### src/rtl/rom_load_ctrl.sv
// rom_load_ctrl: steers the HPS ioctl download stream into the arcade core.
// Index-0 bytes become req/ack writes into one of four ROM regions, index 254
// fills the DIP switch bank and index 1 selects the game. core_reset is held
// during a ROM download and for HOLD_CYCLES cycles after it ends.
// Optional build macro ROM_LOAD_CHECKSUM_EN adds a 16-bit csum output that
// sums every index-0 byte written to ROM.
module rom_load_ctrl #(
  parameter logic [15:0] R1_BASE     = 16'h4000,
  parameter logic [15:0] R2_BASE     = 16'h8000,
  parameter logic [15:0] R3_BASE     = 16'hA000,
  parameter logic [15:0] ROM_END     = 16'hC000,
  parameter int          HOLD_CYCLES = 16
) (
  input  logic        clk_sys,
  input  logic        reset,
  input  logic        ioctl_download,
  input  logic [7:0]  ioctl_index,
  input  logic        ioctl_wr,
  input  logic [26:0] ioctl_addr,
  input  logic [7:0]  ioctl_dout,
  output logic        ioctl_wait,
  output logic        mem_req,
  output logic [1:0]  mem_sel,
  output logic [15:0] mem_addr,
  output logic [7:0]  mem_data,
  input  logic        mem_ack,
  output logic [63:0] dsw,
  output logic [7:0]  game_id,
  output logic        core_reset,
  output logic        ovf_err
`ifdef ROM_LOAD_CHECKSUM_EN
  ,
  output logic [15:0] csum
`endif
);

  localparam logic [0:0] ST_IDLE  = 1'b0;
  localparam logic [0:0] ST_WRITE = 1'b1;
  localparam logic [7:0] HOLD_LOAD = 8'(HOLD_CYCLES);

  logic [0:0]  state_q, state_d;
  logic [1:0]  sel_q, sel_d;
  logic [15:0] addr_q, addr_d;
  logic [7:0]  data_q, data_d;
  logic        ovf_q, ovf_d;
  logic [63:0] dsw_q, dsw_d;
  logic [7:0]  game_id_q, game_id_d;
  logic        dl0_q;
  logic [7:0]  hold_cnt_q, hold_cnt_d;
  logic        core_reset_q, core_reset_d;

  logic        dl0, dl0_rise, in_range, rom_strobe, accept, drop, dsw_wr;
  logic [1:0]  dec_sel;
  logic [15:0] dec_off;

  assign dl0        = ioctl_download && (ioctl_index == 8'd0);
  assign dl0_rise   = dl0 && !dl0_q;
  // Anything in addr[26:16] is past the 64 KiB ROM window.
  assign in_range   = (ioctl_addr[26:16] == 11'd0) && (ioctl_addr[15:0] < ROM_END);
  assign rom_strobe = ioctl_wr && dl0;
  assign accept     = rom_strobe && in_range && (state_q == ST_IDLE);
  assign drop       = rom_strobe && (!in_range || (state_q == ST_WRITE));
  assign dsw_wr     = ioctl_wr && (ioctl_index == 8'd254) && (ioctl_addr[26:3] == 24'd0);

  // Region decode: pick the highest base not above the address, offset from it.
  always_comb begin
    dec_sel = 2'd0;
    dec_off = ioctl_addr[15:0];
    if (ioctl_addr[15:0] >= R3_BASE) begin
      dec_sel = 2'd3;
      dec_off = ioctl_addr[15:0] - R3_BASE;
    end else if (ioctl_addr[15:0] >= R2_BASE) begin
      dec_sel = 2'd2;
      dec_off = ioctl_addr[15:0] - R2_BASE;
    end else if (ioctl_addr[15:0] >= R1_BASE) begin
      dec_sel = 2'd1;
      dec_off = ioctl_addr[15:0] - R1_BASE;
    end
  end

  // Write FSM: capture an accepted byte, hold the request until ack.
  always_comb begin
    state_d = state_q;
    sel_d   = sel_q;
    addr_d  = addr_q;
    data_d  = data_q;
    case (state_q)
      ST_IDLE: begin
        if (accept) begin
          state_d = ST_WRITE;
          sel_d   = dec_sel;
          addr_d  = dec_off;
          data_d  = ioctl_dout;
        end
      end
      ST_WRITE: begin
        if (mem_ack) state_d = ST_IDLE;
      end
      default: state_d = ST_IDLE;
    endcase
  end

  // Sticky drop flag: cleared when a new ROM download starts, a drop in the
  // same cycle still wins.
  always_comb begin
    ovf_d = dl0_rise ? 1'b0 : ovf_q;
    if (drop) ovf_d = 1'b1;
  end

  // Per-byte DIP latches, one lane per switch byte.
  for (genvar gi = 0; gi < 8; gi++) begin : g_dsw
    assign dsw_d[8*gi +: 8] = (dsw_wr && (ioctl_addr[2:0] == 3'(gi))) ?
                              ioctl_dout : dsw_q[8*gi +: 8];
  end

  // Game selector: last index-1 byte wins.
  always_comb begin
    game_id_d = game_id_q;
    if (ioctl_wr && (ioctl_index == 8'd1)) game_id_d = ioctl_dout;
  end

  // Core reset hold: the counter sits at HOLD_CYCLES during a ROM download, so
  // a download restarted mid-hold reloads it; it is frozen while a write is
  // still outstanding. Out of reset the core stays held until a download ends.
  always_comb begin
    hold_cnt_d   = hold_cnt_q;
    core_reset_d = core_reset_q;
    if (dl0) begin
      hold_cnt_d   = HOLD_LOAD;
      core_reset_d = 1'b1;
    end else if (state_q == ST_WRITE) begin
      core_reset_d = 1'b1;
    end else if (hold_cnt_q != 8'd0) begin
      hold_cnt_d   = hold_cnt_q - 8'd1;
      core_reset_d = (hold_cnt_q != 8'd1);
    end
  end

  // State registers.
  always_ff @(posedge clk_sys) begin
    if (reset) begin
      state_q      <= ST_IDLE;
      sel_q        <= 2'd0;
      addr_q       <= 16'd0;
      data_q       <= 8'd0;
      ovf_q        <= 1'b0;
      dsw_q        <= 64'd0;
      game_id_q    <= 8'd0;
      dl0_q        <= 1'b0;
      hold_cnt_q   <= 8'd0;
      core_reset_q <= 1'b1;
    end else begin
      state_q      <= state_d;
      sel_q        <= sel_d;
      addr_q       <= addr_d;
      data_q       <= data_d;
      ovf_q        <= ovf_d;
      dsw_q        <= dsw_d;
      game_id_q    <= game_id_d;
      dl0_q        <= dl0;
      hold_cnt_q   <= hold_cnt_d;
      core_reset_q <= core_reset_d;
    end
  end

`ifdef ROM_LOAD_CHECKSUM_EN
  logic [15:0] csum_q, csum_d;

  // Running sum of completed ROM writes, restarted with each ROM download.
  always_comb begin
    csum_d = csum_q;
    if (dl0_rise) csum_d = 16'd0;
    else if ((state_q == ST_WRITE) && mem_ack) csum_d = csum_q + {8'd0, data_q};
  end

  // Checksum register.
  always_ff @(posedge clk_sys) begin
    if (reset) csum_q <= 16'd0;
    else       csum_q <= csum_d;
  end

  assign csum = csum_q;
`endif

  assign mem_req    = (state_q == ST_WRITE);
  assign ioctl_wait = (state_q == ST_WRITE);
  assign mem_sel    = sel_q;
  assign mem_addr   = addr_q;
  assign mem_data   = data_q;
  assign dsw        = dsw_q;
  assign game_id    = game_id_q;
  assign ovf_err    = ovf_q;
  assign core_reset = core_reset_q || dl0 || reset;

endmodule

### config.mk
export PLATFORM = sky130hd
export DESIGN_NAME = rom_load_ctrl
export DESIGN_NICKNAME = d
export VERILOG_FILES = /design/src/rtl/rom_load_ctrl.sv
export SDC_FILE = /design/constraint.sdc
export NUM_CORES = 1
export LEC_CHECK = 0
export CELL_PAD_IN_SITES_DETAIL_PLACEMENT = 0
export CELL_PAD_IN_SITES_GLOBAL_PLACEMENT = 1
export CORE_UTILIZATION = 35
export CTS_CLUSTER_SIZE = 14
export DETAILED_ROUTE_END_ITERATION = 8
export HOLD_SLACK_MARGIN = 0.15
export PLACE_DENSITY = 0.83
export SETUP_SLACK_MARGIN = 0.2
export SLEW_MARGIN = 20
export SYNTH_ARGS = -nofsm -noshare
export SYNTH_HDL_FRONTEND = slang
export SYNTH_SLANG_ARGS = --single-unit
### constraint.sdc
create_clock -name clk_sys -period 3.14 [get_ports clk_sys]
set_input_delay 0.628 -clock clk_sys [delete_from_list [all_inputs] [get_ports clk_sys]]
set_output_delay 0.628 -clock clk_sys [all_outputs]
set_load 0.1 [all_outputs]
==> run summary <==
outcome: complete, no violations
hold path start: mem_data[6]
post-synthesis adder-cell area fraction: 0.0159
vias in the first global route: 3,922
CP Data Arrival Time: 2.16 ns
initial antenna violation count: 0
Buffers on Ports: 149
DR iter-0 viols: 206
pre-CTS setup slack: 0.122 ns
startpoint class of the critical path: input pin
Routed Antenna Nets: 0
Synth Area in Compound Gates: 0.0834
Pwr per Cell Area: 499 nW/um^2
Req. time, crit path: 2.51 ns
global-route wire length before repair: 20,800 microns
syn nets: 542
Routed WL per cell: 16.6 microns
largest cells by area after synthesis: dfxtp_1, mux2i_1, nand2b_1
hold path depth: 2
FILL cells: 1,272
Std-Cell Rows: 42
global router's overall resource usage: 0.192
WS Path Type: in -> out
clk sinks: 110
die area: 14,000 sq um
sequential-to-total area share from yosys stat: 0.466
root buffer selected by CTS: clkbuf_16
Critical Path Fanout Max: 3
Clock Latency Late Sink: 0.36 ns
layout overhead on the synthesized area: 37.1%
XOR/XNOR Fraction of Synth Area: 0.00556
commonest non-fill, non-tap cell in the layout: buf_4
vias per cell: 5.04
Starting Density: 0.358
Final Cycle Share: 0.889
Post-Synth Simple-Gate Area: 0.239
hold violation count in the final report: 0
Tmin final: 2.79 ns
RR Startpoint: hold_cnt_q[0]
TritonCTS clock tree: built
ant diodes: 0
Yosys cell types: 40
Max Freq: 0.358 GHz
start point of the critical path: ioctl_index[4]
setup ws final: 0.348 ns
cells along the critical path: clkdlybuf4s50_1, nor4_2, nand3_1, nand2b_1, nand2b_2, buf_12
clock slew at reported path FFs: 0.07 ns
Final Max Slew Viols: 0
synthesized cell area: 4730 sq um
post-CTS setup buffer count: 0
Static Leak: 3.07 nW
largest family of logic cells by synthesized area: simple AND/OR/NAND/NOR gates
slowest stage delay, CP: 0.46 ns
crit end category: primary output
most frequent cells in the layout: buf_4, dfxtp_1, nand2b_1
hold crit path type: reg -> reg
share of the synthesized area in the top cell type: 0.466
layout cells sized above 1: 0.231
VDD IR-drop max: 0.489 mV
largest net degree at the start of global routing: 64
RSZ-0062 raised after global routing: no
Slew headroom: 0.625
slowest CP cell: clkdlybuf4s50_1
max-cap check violation count: 0
IO Count: 150
ys flop type: dfxtp_1
total design power: 3.23 mW
FF-to-FF path depth: 6
Syn Area/Cell: 9.69 sq um
Horiz. Die Dim: 118 microns
Detailed Route WL: 13,400 microns
HPWL after detailed placement: 9440 microns
via count: 4,053
top cell type by total area after synthesis: dfxtp_1
Max Buffers Root-to-Sink: 2
Final GP Congestion: 0.761
setup TNS: 0 ns
Nets: 677
worst hold slack: 0.478 ns
Worst-Margin Slew: 0.557 ns
Clock Skew: 0.00418 ns
Post-synth EDFFs: 0
Yosys reg bits: 110
share of synthesized area spent on multiplexers: 0.155
H-tree Lvls: 3
Synth Instances: 488
cts bufs inserted: 9
Yosys warnings: 0
Async S/R FF share, synth: 0
Vert. Die Dim: 118 microns
GRT overflow: 0
Setup Viol. Count Final: 0
core area: 13,200 sq um
TritonRoute pass-1 iters: 5
Remaining DRCs: 0
==> metrics by stage <==
step | instance area, sq um | utilization | std cells
floorplan | 4730 | - | 488
global placement | 6150 | 0.466 | 788
detailed placement | 6150 | 0.466 | 788
CTS | 6480 | 0.491 | 804
global route | 6480 | 0.491 | 804
finish | 6480 | 0.491 | 804
==> cell families after synthesis <==
kind of cell    Yosys count
xor+xnor                  3
fa+ha+maj                 6
flops                   110
simple gates            178
mux                      73
compound gates           74
buf+inv                  44
==> power by group <==
group / switching [mW] / internal [mW]
Clock: 0.539 / 0.709
Combinational: 0.263 / 0.232
Sequential: 0.0475 / 1.44
==> critical path: cells and delay by family <==
kind / cells / cell delay, ns
simple gates: 4 / 0.89
buf+inv: 2 / 0.63
==> per-layer routing <==
layer	track usage	up-vias	share of wire
met2	0.322	114	0.48
met3	0.0608	11	0.064
li1	-	1984	-
met1	0.229	1944	0.44
met5	0	-	0
met4	0.0705	0	0.015
==> worst paths after layout <==
kind	slack (ns)	endpoint
max	0.35	core_reset
min	0.48	mem_data[6]
max reg2reg	1.26	hold_cnt_q[5]
min reg2reg	0.48	mem_data[6]
==> layout make-up <==
type,instances,area (sq um),area share
multi-input combinational,334,2370,0.366
sequential,110,2200,0.340
timing repair buffer,161,1330,0.206
clock buffer,9,225,0.0347
tap,176,220,0.0340
clock inverter,7,101,0.0156
inverter,7,26.3,0.00405
==> what timing repair did <==
action,CTS,global route
hold buffers,0,0
resized for setup,0,1
endpoints found under the setup margin,0,1
==> sequential cells by signal, summed over array words and instances (netlist names) <==
| signal | flops |
|---|---|
| hold_cnt_q | 8 |
| dl0_q | 1 |
| core_reset_q | 1 |
| mem_addr | 16 |
| dsw | 64 |
| game_id | 8 |
| mem_sel | 2 |
| mem_data | 8 |
| ovf_err | 1 |
| ioctl_wait | 1 |
==> synth_stat cells (all sizes together), types with 2 or more instances <==
cell type	instances
ha	6
nand2	9
dfxtp	110
o2111ai	2
inv	7
and4	4
nor2b	2
nor3b	4
nor3	7
a21oi	38
and3b	2
o31ai	2
nor4	7
or3	2
nor2	16
mux2i	73
buf	11
nand2b	77
nand3b	2
clkbuf	26
nand3	23
o21ai	28
nand4	11
or4	7
xnor2	3
(Power assumes the default switching activity.)
